### config.mk
export PLATFORM = sky130hd
export DESIGN_NAME = branch_ctrl
export DESIGN_NICKNAME = d
export VERILOG_FILES = /design/src/rtl/branch_ctrl.sv
export SDC_FILE = /design/constraint.sdc
export NUM_CORES = 1
export LEC_CHECK = 0
export ABC_AREA = 1
export CORE_MARGIN = 4
export CORE_UTILIZATION = 48
export CTS_BUF_LIST = sky130_fd_sc_hd__clkbuf_4 sky130_fd_sc_hd__clkbuf_8
export DETAILED_ROUTE_END_ITERATION = 10
export PLACE_DENSITY = 0.83
export SYNTH_ARGS = -nofsm -noshare
export SYNTH_HDL_FRONTEND = slang
export SYNTH_SLANG_ARGS = --single-unit
### constraint.sdc
create_clock -name clk -period 1.9 [get_ports clk]
set_clock_uncertainty 0.1 [all_clocks]
set_input_delay 0.38 -clock clk [delete_from_list [all_inputs] [get_ports clk]]
set_output_delay 0.38 -clock clk [all_outputs]
set_load 0.03 [all_outputs]
### src/rtl/branch_ctrl.sv
// Branch-resolution controller for the EX stage.
// Owns the architectural flags, resolves branches against them, issues a
// registered one-cycle PC redirect and squashes wrong-path work for
// FLUSH_CYCLES non-stalled cycles afterwards.
module branch_ctrl #(
    parameter int PC_W         = 32,
    parameter int FLUSH_CYCLES = 2,
    parameter int CNT_W        = 16
) (
    input  logic             clk,
    input  logic             reset_n,
    input  logic             stall_in,
    input  logic             ex_valid,
    input  logic             ex_branch,
    input  logic [1:0]       ex_cond,
    input  logic [PC_W-1:0]  ex_target,
    input  logic             ex_setflags,
    input  logic [3:0]       alu_flags,
    output logic [3:0]       flags,
    output logic             pc_src,
    output logic [PC_W-1:0]  pc_target,
    output logic             flush,
    output logic [CNT_W-1:0] branch_cnt,
    output logic [CNT_W-1:0] taken_cnt
);

    localparam int CW = (FLUSH_CYCLES < 1) ? 1 : $clog2(FLUSH_CYCLES + 1);

    typedef enum logic {IDLE, FLUSH} state_t;

    localparam logic [1:0] C_B   = 2'b00;
    localparam logic [1:0] C_BEQ = 2'b01;
    localparam logic [1:0] C_BGT = 2'b10;
    localparam logic [1:0] C_BLT = 2'b11;

    state_t        state, state_n;
    logic [CW-1:0] cnt, cnt_n;

    logic squash, act, cond_true, resolve, taken;

    // flags bit order: {carry, neg, zero, overflow}
    logic f_neg, f_zero;
    assign f_neg  = flags[2];
    assign f_zero = flags[1];

    assign squash  = (state == FLUSH) | pc_src;
    assign act     = ex_valid & ~squash & ~stall_in;
    assign resolve = act & ex_branch;
    assign taken   = resolve & cond_true;
    assign flush   = (state == FLUSH);

    // condition evaluation against the registered flags, never alu_flags
    always_comb begin
        cond_true = 1'b0;
        case (ex_cond)
            C_B:     cond_true = 1'b1;
            C_BEQ:   cond_true = f_zero;
            C_BGT:   cond_true = ~f_neg & ~f_zero;
            C_BLT:   cond_true = f_neg;
            default: cond_true = 1'b0;
        endcase
    end

    // FSM state and flush counter register
    always_ff @(posedge clk) begin
        if (!reset_n) begin
            state <= IDLE;
            cnt   <= '0;
        end else begin
            state <= state_n;
            cnt   <= cnt_n;
        end
    end

    // next state: count down only on non-stalled cycles, leave FLUSH at 1
    always_comb begin
        state_n = state;
        cnt_n   = cnt;
        case (state)
            IDLE: begin
                if (taken) begin
                    state_n = FLUSH;
                    cnt_n   = CW'(FLUSH_CYCLES);
                end
            end
            FLUSH: begin
                if (!stall_in) begin
                    if (cnt == CW'(1)) begin
                        state_n = IDLE;
                        cnt_n   = '0;
                    end else begin
                        cnt_n = cnt - CW'(1);
                    end
                end
            end
            default: begin
                state_n = IDLE;
                cnt_n   = '0;
            end
        endcase
    end

    // flags, redirect and saturating statistics
    always_ff @(posedge clk) begin
        if (!reset_n) begin
            flags      <= '0;
            pc_src     <= 1'b0;
            pc_target  <= '0;
            branch_cnt <= '0;
            taken_cnt  <= '0;
        end else begin
            // branches never write flags, even with setflags set
            if (act && ex_setflags && !ex_branch)
                flags <= alu_flags;
            // pc_src holds through stalls, drops after the first free cycle;
            // taken cannot fire while pc_src is high because it squashes
            if (!stall_in)
                pc_src <= taken;
            if (taken)
                pc_target <= ex_target;
            if (resolve && (branch_cnt != '1))
                branch_cnt <= branch_cnt + CNT_W'(1);
            if (taken && (taken_cnt != '1))
                taken_cnt <= taken_cnt + CNT_W'(1);
        end
    end

endmodule
-- Word-level counts from Yosys, hierarchy flattened
Index checks and enable logic that the tools add are counted.
- add/sub/neg operators: 3
- equal/unequal tests: 8
- mux-type cells: 9
- bitwise gates (word level): 11
- reduce and logical (&&, ||, !) cells: 7
- operator list (operator ; count):
    $add 16x1->16 const B ; 2
    $ne 16x16->1 const B ; 2
    $mux 2 ; 3
    $and 1x1->1 ; 5
    $not 1->1 ; 5
    $eq 2x1->1 const B ; 2
    $eq 2x2->1 const B ; 2
    $logic_and 1x1->1 ; 4
    $ne 2x2->1 const B ; 2
    $pmux 1 s4 ; 1
    $pmux 2 s2 ; 1
    $mux 1 ; 3
    $logic_not 2->1 ; 1
    $pmux 1 s2 ; 1
    $reduce_and 2->1 ; 1
    $sub 2x1->2 const B ; 1
    $logic_not 1->1 ; 1
    $or 1x1->1 ; 1
- register bits after elaboration: 72
- input bits: 44
- output and inout bits: 70
- logic and storage cells: 45

-- Longest topological paths before layout
Gate-level depths: netlist of the first run.
- depth after elaboration: 8
- gate-level depth with buffers: 11
- depth with buffers taken out: 10

-- Worst setup path before layout of the first run
No wires, ideal clock.
- path type: flip-flop to flip-flop
- from: register taken_cnt[0]
- to: register taken_cnt[11]
- library setup time: 0.068 ns
- data arrival time: 1.646 ns
- data required time: 1.732 ns
- setup slack: 0.086 ns
- cell stages (with the launch flop): 9
- buffers on the path: 1
- period minus slack after synthesis: 1.814 ns
- path through: dfxtp_1 ha_1 nand3_2 nor2_2 nand2_4 nand3_4 buf_12 nand2_1 a21oi_2
- longest elaborated chain between the ends: 2
- elaborated cells on any way between the ends: 3
- classes of those cells: add/sub: 1; eq/ne: 1; reduce/logical: 1
- ends and longest elaborated chain (what ; RTL line ; source):
    start: declaration ; 24 ; output logic [CNT_W-1:0] taken_cnt
    start signal: assignment ; 124 ; taken_cnt <= taken_cnt + CNT_W'(1);
    branches (longest 2 deep; another with $add 16x1->16) ; -- ;
Several ways; the timed one is not identified.
A chain may end at the register's enable or synchronous reset.

-- Final worst setup path of the first run
- from: register pc_target[13]
- to: output port pc_target[13]
- RTL lines (what ; RTL line ; source):
    start: declaration ; 21 ; output logic [PC_W-1:0] pc_target,
    start signal: assignment ; 120 ; pc_target <= ex_target;
No word-level cell between the ends.

==> results of run 1 <==
-- logic make-up (layout without fill, tap and decap cells) --
| kind of cell | Yosys count | after routing | share of synthesized area [%] |
|---|---|---|---|
| simple gates | 291 | 291 | 35.6 |
| compound gates | 75 | 75 | 11.3 |
| flops | 72 | 72 | 41.5 |
| buf+inv | 59 | 191 | 8.22 |
| xor+xnor | 9 | 9 | 2.27 |
| fa+ha+maj | 3 | 3 | 1.08 |
-- worst max path at each step --
stage	end	from
6_report	pc_target[13]	pc_target[13]
5_1_grt	pc_target[30]	pc_target[30]
4_1_cts	flags[1]	flags[1]
3_5_place_dp	pc_target[0]	stall_in
3_3_place_gp	pc_target[20]	stall_in
2_1_floorplan	taken_cnt[11]	taken_cnt[0]
-- registers in the layout, summed over array words and instances (netlist names) --
name and count:
pc_target 32, flush 1, taken_cnt 16, flags 4
branch_cnt 16, pc_src 1, cnt 2
-- layout make-up --
type,instances,area [um^2]
timing repair buffer,135,1290
clock buffer,9,124
fill,619,1990
sequential,72,1440
multi-input combinational,378,1750
inverter,41,154
clock inverter,6,37.5
tap,96,120
-- layer usage --
metal  routed length (um)  part of all wire (%)  global-route usage (%)  vias to the layer above
met5                    0                     0                       0                        -
met4                  120                   1.3                    7.81                        0
met3                  837                   9.0                    7.96                       10
met2                 4470                    48                    37.3                      122
met1                 3870                    42                    24.7                     1671
li1                     -                     -                       -                     1868
-- power breakdown --
| part | internal [mW] | leakage [nW] | switching (mW) |
|---|---|---|---|
| sequential | 1.55 | 0.583 | 0.0234 |
| clock | 0.461 | 0.0886 | 0.568 |
| combinational | 0.197 | 1.51 | 0.213 |
| total | 2.21 | 2.19 | 0.804 |
-- metrics by stage --
stage | utilization [%] | std cells | power [mW]
3_5_place_dp | 69.0 | 722 | 2.02
5_1_grt | 71.3 | 737 | 3.15
6_report | 71.3 | 737 | 3.01
4_1_cts | 70.8 | 737 | 3.04
2_1_floorplan | - | 509 | 1.81
3_3_place_gp | 69.0 | 722 | 2.01
-- placed cells by master (no fill, tap or decap) --
| cell | Yosys | layout |
|---|---|---|
| o21bai_4 | 0 | 1 |
| nand2_2 | 2 | 2 |
| nand2_1 | 121 | 121 |
| clkdlybuf4s50_1 | 0 | 73 |
| nand3_1 | 27 | 27 |
| inv_1 | 40 | 40 |
| nor2_2 | 5 | 5 |
| buf_4 | 1 | 21 |
| clkbuf_8 | 0 | 9 |
| clkinv_1 | 1 | 1 |
| xor2_1 | 4 | 4 |
| xnor2_1 | 5 | 5 |
| o21ai_1 | 19 | 19 |
| nand3_2 | 3 | 3 |
| a21oi_1 | 27 | 27 |
| nor3_1 | 2 | 2 |
| nor2_1 | 115 | 115 |
| clkinv_4 | 0 | 2 |
| nand4_1 | 8 | 8 |
| nand3b_1 | 3 | 3 |
| nand3_4 | 1 | 1 |
| a21oi_2 | 3 | 3 |
| buf_12 | 1 | 1 |
| dlymetal6s2s_1 | 0 | 9 |
| ha_1 | 3 | 3 |
| nor2_4 | 2 | 2 |
| dlygate4sd2_1 | 0 | 31 |
| clkinv_2 | 0 | 4 |
| o21ai_0 | 25 | 25 |
| dfxtp_1 | 72 | 72 |
| nand2_4 | 1 | 1 |
| and2_1 | 1 | 1 |
==> results_dict.tcl, run 1 <==
set metrics [dict create \
    antenna_found_initial 0 \
    relSlewSlack_pct 75.1 \
    crit_chain "clkdlybuf4s50_1" \
    synth_most_common_cell "nand2_1" \
    path_buf_inv 1 \
    wl_um 9290 \
    hold_viol_final 0 \
    async_flop_share_pct 0 \
    avgSynthCellArea_um2 6.82 \
    critPathKind "reg2out" \
    cts_resized 31 \
    fin_crit_sh_pct 97.7 \
    cp.depth 1 \
    grt.overflow.total 0 \
    io_pins 114 \
    rrSetupSlack_ns 0.16 \
    clk_pin_slew_ns 0.08 \
    nets 684 \
    numCtsBuffers 9 \
    place_ws_ns -0.135 \
    seq_area_frac_synth_pct 41.5 \
    setup_ws_ns 0.0444 \
    grt_pass1_vias 3395 \
    cts_num_sinks 72 \
    irDropWorstVdd_v 0.000438 \
    die_w_um 93.0 \
    rows 30 \
    drtAntennaViolNets 0 \
    hpwl_um 6870 \
    crit_fanout 2 \
    whs_ns 0.342 \
    synthTopCellsByCount "nand2_1 (121), nor2_1 (115), dfxtp_1 (72)" \
    start_util_pct 50.3 \
    syn_inst 509 \
    cts_tree "done" \
    ys_top_cells_by_area "dfxtp_1 (42%), nand2_1 (13%), nor2_1 (12%), inv_1 (4.3%), a21oi_1 (3.9%)" \
    placed_area_um2 4770 \
    insertion_delay_ns 0.34 \
    vias_per_cell 4.98 \
    setup_violations 0 \
    slew_viol_final 0 \
    vias 3671 \
    slowest_stage "clkdlybuf4s50_1" \
    synth_warnings 0 \
    grt_start_max_net_pins 37 \
    finalCriticalPeriod_ns 1.86 \
    r2r_start "branch_cnt[0]" \
    clockRootBuffer "clkbuf_8" \
    status "finished clean" \
    grt_pass1_wl_um 15200 \
    avgRoutedWirePerCell_um 12.6 \
    power_density_nw_per_um2 611 \
    worstSetupEndpointType "output port" \
    gr-usage-all-layers_pct 21.7 \
    fin_area_um2 4920 \
    synthesis.area_um2 3470 \
    worstPathArrival_ns 1.38 \
    die-area_um2 8660 \
    antenna_cells 0 \
    cts_setup_buffers 0 \
    synthToLayoutAreaGrowth_pct 41.8 \
    route.detailed.drc 0 \
    drtIter0Drc 106 \
    synth_edf_count 0 \
    cts.htree.levels 3 \
    holdCritPathClass "reg2reg" \
    synthesis.nets 556 \
    clk_path_buf_depth 2 \
    synth.ff_latch_count 72 \
    hp-start "flags[0]" \
    yosysUniqueCellTypes 29 \
    drive_above_1_share_pct 8.58 \
    die_h_um 93.0 \
    yosysTopAreaCell "dfxtp_1" \
    drtPass1Iterations 4 \
    maxCapViolCount 0 \
    synth_ff_type "dfxtp_1" \
    holdPathStages 2 \
    cp.required_ns 1.42 \
    p_leak_nw 2.19 \
    fmax_mhz 539 \
    setup.worst_path.start_class "register" \
    place_congestion 0.883 \
    ctsHoldBuffers 0 \
    reg2reg_depth 11 \
    min_to "flags[0]" \
    reg2reg_to "branch_cnt[9]" \
    crit_family "buffers and inverters" \
    synth_top_area_share_pct 41.5 \
    portBuffers 113 \
    max_stage_delay_ns 0.68 \
    coreArea_um2 6910 \
    max_slew.worst_pin.slew_ns 0.373 \
    tns_ns 0 \
]
(Power assumes the default switching activity.)
==> inputs of run 2 (changes only) <==
--- a/config.mk
+++ b/config.mk
@@ -6,6 +6,8 @@
 export NUM_CORES = 1
 export LEC_CHECK = 0
 export ABC_AREA = 1
+export CAP_MARGIN = 15
+export CORE_ASPECT_RATIO = 1.4
 export CORE_MARGIN = 4
 export CORE_UTILIZATION = 48
 export CTS_BUF_LIST = sky130_fd_sc_hd__clkbuf_4 sky130_fd_sc_hd__clkbuf_8
==> results_dict.tcl, run 2 (synthesis gave the netlist of run 1 again) <==
set metrics [dict create \
    status "finished clean" \
    drtPass1Iterations 4 \
    largest_registers "pc_target (32), branch_cnt (16), taken_cnt (16)" \
    fin_util_pct 72.1 \
    clockRootBuffer "clkbuf_8" \
    route.detailed.drc 0 \
    finalCriticalPeriod_ns 1.87 \
    drtAntennaViolNets 0 \
    insertion_delay_ns 0.36 \
    r2r_start "branch_cnt[0]" \
    grt_pass1_wl_um 15700 \
    fin_crit_sh_pct 98.6 \
    gr-usage-all-layers_pct 23.1 \
    max_slew.worst_pin.slew_ns 0.398 \
    coreArea_um2 6980 \
    portBuffers 113 \
    avgRoutedWirePerCell_um 13.1 \
    power_density_nw_per_um2 668 \
    critPathKind "reg2out" \
    placed_cells 725 \
    setup_violations 0 \
    antenna_found_initial 0 \
    max_stage_delay_ns 0.68 \
    p_leak_nw 2.36 \
    grt.overflow.total 0 \
    grt_pass1_vias 3673 \
    cts_tree "done" \
    crit_chain "clkdlybuf4s50_1" \
    clk_path_buf_depth 2 \
    io_pins 114 \
    start_util_pct 49.7 \
    fin_area_um2 5040 \
    synthToLayoutAreaGrowth_pct 45.1 \
    whs_ns 0.351 \
    relSlewSlack_pct 73.5 \
    vias_per_cell 5.05 \
    die-area_um2 8670 \
    die_h_um 109 \
    wl_um 9680 \
    setup.worst_path.start_class "register" \
    fmax_mhz 534 \
    slew_viol_final 0 \
    largest-register "pc_target" \
    hp-start "flags[3]" \
    clk_pin_slew_ns 0.07 \
    crit_fanout 2 \
    largest_register_ff_count 32 \
    drtIter0Drc 162 \
    irDropWorstVdd_v 0.000702 \
    ctsHoldBuffers 0 \
    cp.required_ns 1.42 \
    path_buf_inv 1 \
    nets 688 \
    layout_commonest_cell "nand2_1" \
    worstPathArrival_ns 1.39 \
    grt_start_max_net_pins 36 \
    hpwl_um 7270 \
    crit_family "buffers and inverters" \
    p_total_mw 3.37 \
    cts.htree.levels 3 \
    drive_above_1_share_pct 9.29 \
    hold_viol_final 0 \
    maxCapViolCount 0 \
    die_w_um 79.9 \
    cts_setup_buffers 0 \
    nFillCells 573 \
    worstSetupEndpointType "output port" \
    place_congestion 0.871 \
    final_cells 741 \
    final_cell_mix "nand2_1 (121), nor2_1 (115), dfxtp_1 (72)" \
    numCtsBuffers 9 \
    rows 36 \
    vias 3739 \
    placed_area_um2 4810 \
    critPathLaunch "pc_target[13]" \
    slowest_stage "clkdlybuf4s50_1" \
    cts_num_sinks 72 \
    holdCritPathClass "reg2reg" \
    antenna_cells 0 \
]
run 2: changes by cell type in the layout (fill, tap and decap cells not counted), moves of 2 or more:
| cell | before | now |
|---|---|---|
| clkdlybuf4s50_1 | 73 | 66 |
| dlymetal6s2s_1 | 9 | 16 |
| buf_4 | 21 | 24 |
| clkbuf_4 | 0 | 3 |
| clkinv_2 | 4 | 1 |
| bufinv_16 | 0 | 2 |
| clkinv_4 | 2 | 0 |
run 2: worst paths after layout:
| path | endpoint | slack [ns] | depth (start not counted) |
|---|---|---|---|
| min | flags[3] | 0.35 | 2 |
| max | pc_target[13] | 0.03 | 1 |
| min reg2reg | flags[3] | 0.35 | 2 |
| max reg2reg | branch_cnt[11] | 0.16 | 7 |
run 2: timing repair:
item | 4_1_cts | 5_1_grt
cloned | 0 | 0
setup endpoints to repair | 31 | 16
gates resized for setup | 31 | 16
run 2: worst min-delay path, delay by kind of cell, from the launching register on:
kind	cells	cell delay, ns
AO/OA/AOI/OAI	1	0.05
buffers and inverters	1	0.05
flip-flops	1	0.31
run 2: where the power goes:
group,total (mW),switching (mW),internal (mW)
registers,1.57,0.0243,1.55
clock network,1.38,0.560,0.818
logic,0.416,0.216,0.201
total,3.37,0.800,2.57
run 2: final cells by class:
cell class,count,area (um^2),share of cell area [%]
clock buffer,13,160,3.18
sequential,72,1440,28.6
tap,95,119,2.36
timing repair buffer,139,1350,26.9
multi-input combinational,378,1740,34.6
inverter,41,154,3.06
clock inverter,3,65.1,1.29
run 2: per-stage QoR:
step                setup WS [ns]   TNS, ns
floorplan                  0.0860         0
global placement          -0.0875     -2.75
detailed placement         -0.157     -5.42
CTS                        0.0178         0
global route             -0.00307  -0.00557
finish                     0.0261         0
run 2: per-layer routing:
layer  GRT usage [%]  wire length (um)
met1            23.4              3700
met2            42.2              5050
met3            8.43               780
met4            9.30               155
met5               0                 0
==> inputs of run 3 (changes only) <==
--- a/config.mk
+++ b/config.mk
@@ -7,12 +7,16 @@
 export LEC_CHECK = 0
 export ABC_AREA = 1
 export CAP_MARGIN = 15
+export CELL_PAD_IN_SITES_DETAIL_PLACEMENT = 1
+export CELL_PAD_IN_SITES_GLOBAL_PLACEMENT = 2
 export CORE_ASPECT_RATIO = 1.4
 export CORE_MARGIN = 4
-export CORE_UTILIZATION = 48
+export CORE_UTILIZATION = 34
 export CTS_BUF_LIST = sky130_fd_sc_hd__clkbuf_4 sky130_fd_sc_hd__clkbuf_8
 export DETAILED_ROUTE_END_ITERATION = 10
-export PLACE_DENSITY = 0.83
+export DONT_BUFFER_PORTS = 1
+export PLACE_DENSITY_LB_ADDON = 0.1
+export SKIP_LAST_GASP = 1
 export SYNTH_ARGS = -nofsm -noshare
 export SYNTH_HDL_FRONTEND = slang
 export SYNTH_SLANG_ARGS = --single-unit
==> results_dict.tcl, run 3 (synthesis gave the netlist of run 1 again) <==
set metrics [dict create \
    slowest_stage "o21bai_2" \
    setup_violations 0 \
    cp.required_ns 2.09 \
    hold_viol_final 0 \
    portBuffers 0 \
    synthToLayoutAreaGrowth_pct 16.3 \
    final_cell_mix "nand2_1 (121), nor2_1 (115), dfxtp_1 (72)" \
    power_density_nw_per_um2 751 \
    finalCriticalPeriod_ns 1.69 \
    cts_tree "done" \
    crit_fanout 10 \
    nets 592 \
    fmax_mhz 591 \
    clkPwrFrac_pct 40.3 \
    setup.worst_path.start_class "register" \
    status "finished clean" \
    tns_ns 0 \
    antenna_found_initial 0 \
    crit_chain "ha_1 -> nand3_1 -> inv_1 -> nand2_2 -> o21bai_2 -> nand2_1 -> a21oi_1" \
    critPathKind "reg2reg" \
    setup_ws_ns 0.208 \
    insertion_delay_ns 0.36 \
    fin_crit_sh_pct 89.0 \
    drtAntennaViolNets 0 \
    max_slew.worst_pin.slew_ns 0.413 \
    sequentialPowerShare_pct 53.8 \
    drive_above_1_share_pct 14.0 \
    numCtsBuffers 9 \
    ctsHoldBuffers 0 \
    die-area_um2 11900 \
    cts_num_sinks 72 \
    reg2reg_depth 7 \
    clockRootBuffer "clkbuf_8" \
    whs_ns 0.0458 \
    hp-start "reset_n" \
    grt_pass1_vias 3399 \
    largest_register_ff_count 32 \
    largest_registers "pc_target (32), branch_cnt (16), taken_cnt (16)" \
    cts_setup_buffers 0 \
    drtPass1Iterations 4 \
    relSlewSlack_pct 72.4 \
    maxCapViolCount 0 \
    route.detailed.drc 0 \
    r2r_start "branch_cnt[0]" \
    vias 3295 \
    p_total_mw 3.03 \
    avgRoutedWirePerCell_um 14.7 \
    start_util_pct 34.9 \
    cts.htree.levels 3 \
    holdPathStages 2 \
    max_stage_delay_ns 0.38 \
    coreArea_um2 9950 \
    intPower_mw 2.23 \
    slew_viol_final 0 \
    place_congestion 0.746 \
    io_pins 114 \
    grt.overflow.total 0 \
    die_h_um 128 \
    cts_resized 0 \
    clk_path_buf_depth 2 \
    holdCritPathClass "in2reg" \
    clk_pin_slew_ns 0.08 \
    worstPathArrival_ns 1.88 \
    wl_um 10100 \
    grt_pass1_wl_um 16600 \
    grt_start_max_net_pins 47 \
    gr-usage-all-layers_pct 17.4 \
    layout_commonest_cell "nand2_1" \
    p_comb_share_pct 5.9 \
    largest-register "pc_target" \
    drtIter0Drc 96 \
    switching_share_pct 26.6 \
    min_to "branch_cnt[15]" \
    vias_per_cell 4.81 \
    switching_power_mw 0.805 \
    antenna_cells 0 \
    hpwl_um 7640 \
    place_ws_ns 0.177 \
    reg2reg_to "branch_cnt[4]" \
    p_leak_nw 1.60 \
    die_w_um 93.4 \
    worstSetupEndpointType "register" \
    grt_setup_unrepaired "no" \
    irDropWorstVdd_v 0.000371 \
    rows 43 \
    fin_util_pct 40.5 \
    rrSetupSlack_ns 0.21 \
]
-- run 3: layer usage --
layer | wire length [um] | GRT usage (%) | share of wire [%] | vias to the layer above
li1 | - | - | - | 1690
met2 | 4940 | 30.3 | 49 | 82
met4 | 158 | 6.82 | 1.6 | 0
met3 | 813 | 5.83 | 8.1 | 9
met5 | 0 | 0 | 0 | -
met1 | 4160 | 19.4 | 41 | 1514
-- run 3: worst max path at each step --
stage / start / to / slack, ns / cells after the start
final: branch_cnt[0] / branch_cnt[4] / 0.21 / 7
after detailed placement: ex_valid / pc_target[31] / 0.18 / 8
after global placement: ex_valid / pc_target[31] / 0.24 / 8
after global routing: branch_cnt[0] / branch_cnt[11] / 0.02 / 7
after CTS: taken_cnt[1] / taken_cnt[13] / 0.17 / 7
after floorplan: taken_cnt[0] / taken_cnt[11] / 0.09 / 8
-- run 3: worst max-delay path, delay by kind of cell, from the launching register on --
kind            cells  cell delay [ns]
flops               1             0.37
fa+ha+maj           1             0.20
compound gates      2             0.53
buf+inv             1             0.10
simple gates        3             0.33
-- run 3: cell type report --
class	count	area, um^2
well taps	135	169
inverters	41	154
flip-flops and latches	72	1440
clock inverters	6	60.1
fillers	1285	5920
multi-input cells	378	1740
repair buffers	43	335
clock buffers	10	131
-- run 3: power by group through the flow --
| stage | clock network (mW) | registers, mW | logic, mW |
|---|---|---|---|
| after global routing | 1.33 | 1.64 | 0.205 |
| after global placement | 0 | 1.67 | 0.178 |
| after CTS | 1.27 | 1.63 | 0.184 |
| after floorplan | 0 | 1.67 | 0.136 |
| final | 1.22 | 1.63 | 0.178 |
| after detailed placement | 0 | 1.67 | 0.183 |
-- run 3: metrics by stage --
stage | std cells | cell area (um^2)
after floorplan | 509 | 3470
after global placement | 669 | 3840
after detailed placement | 669 | 3840
after CTS | 685 | 4040
after global routing | 685 | 4040
final | 685 | 4040
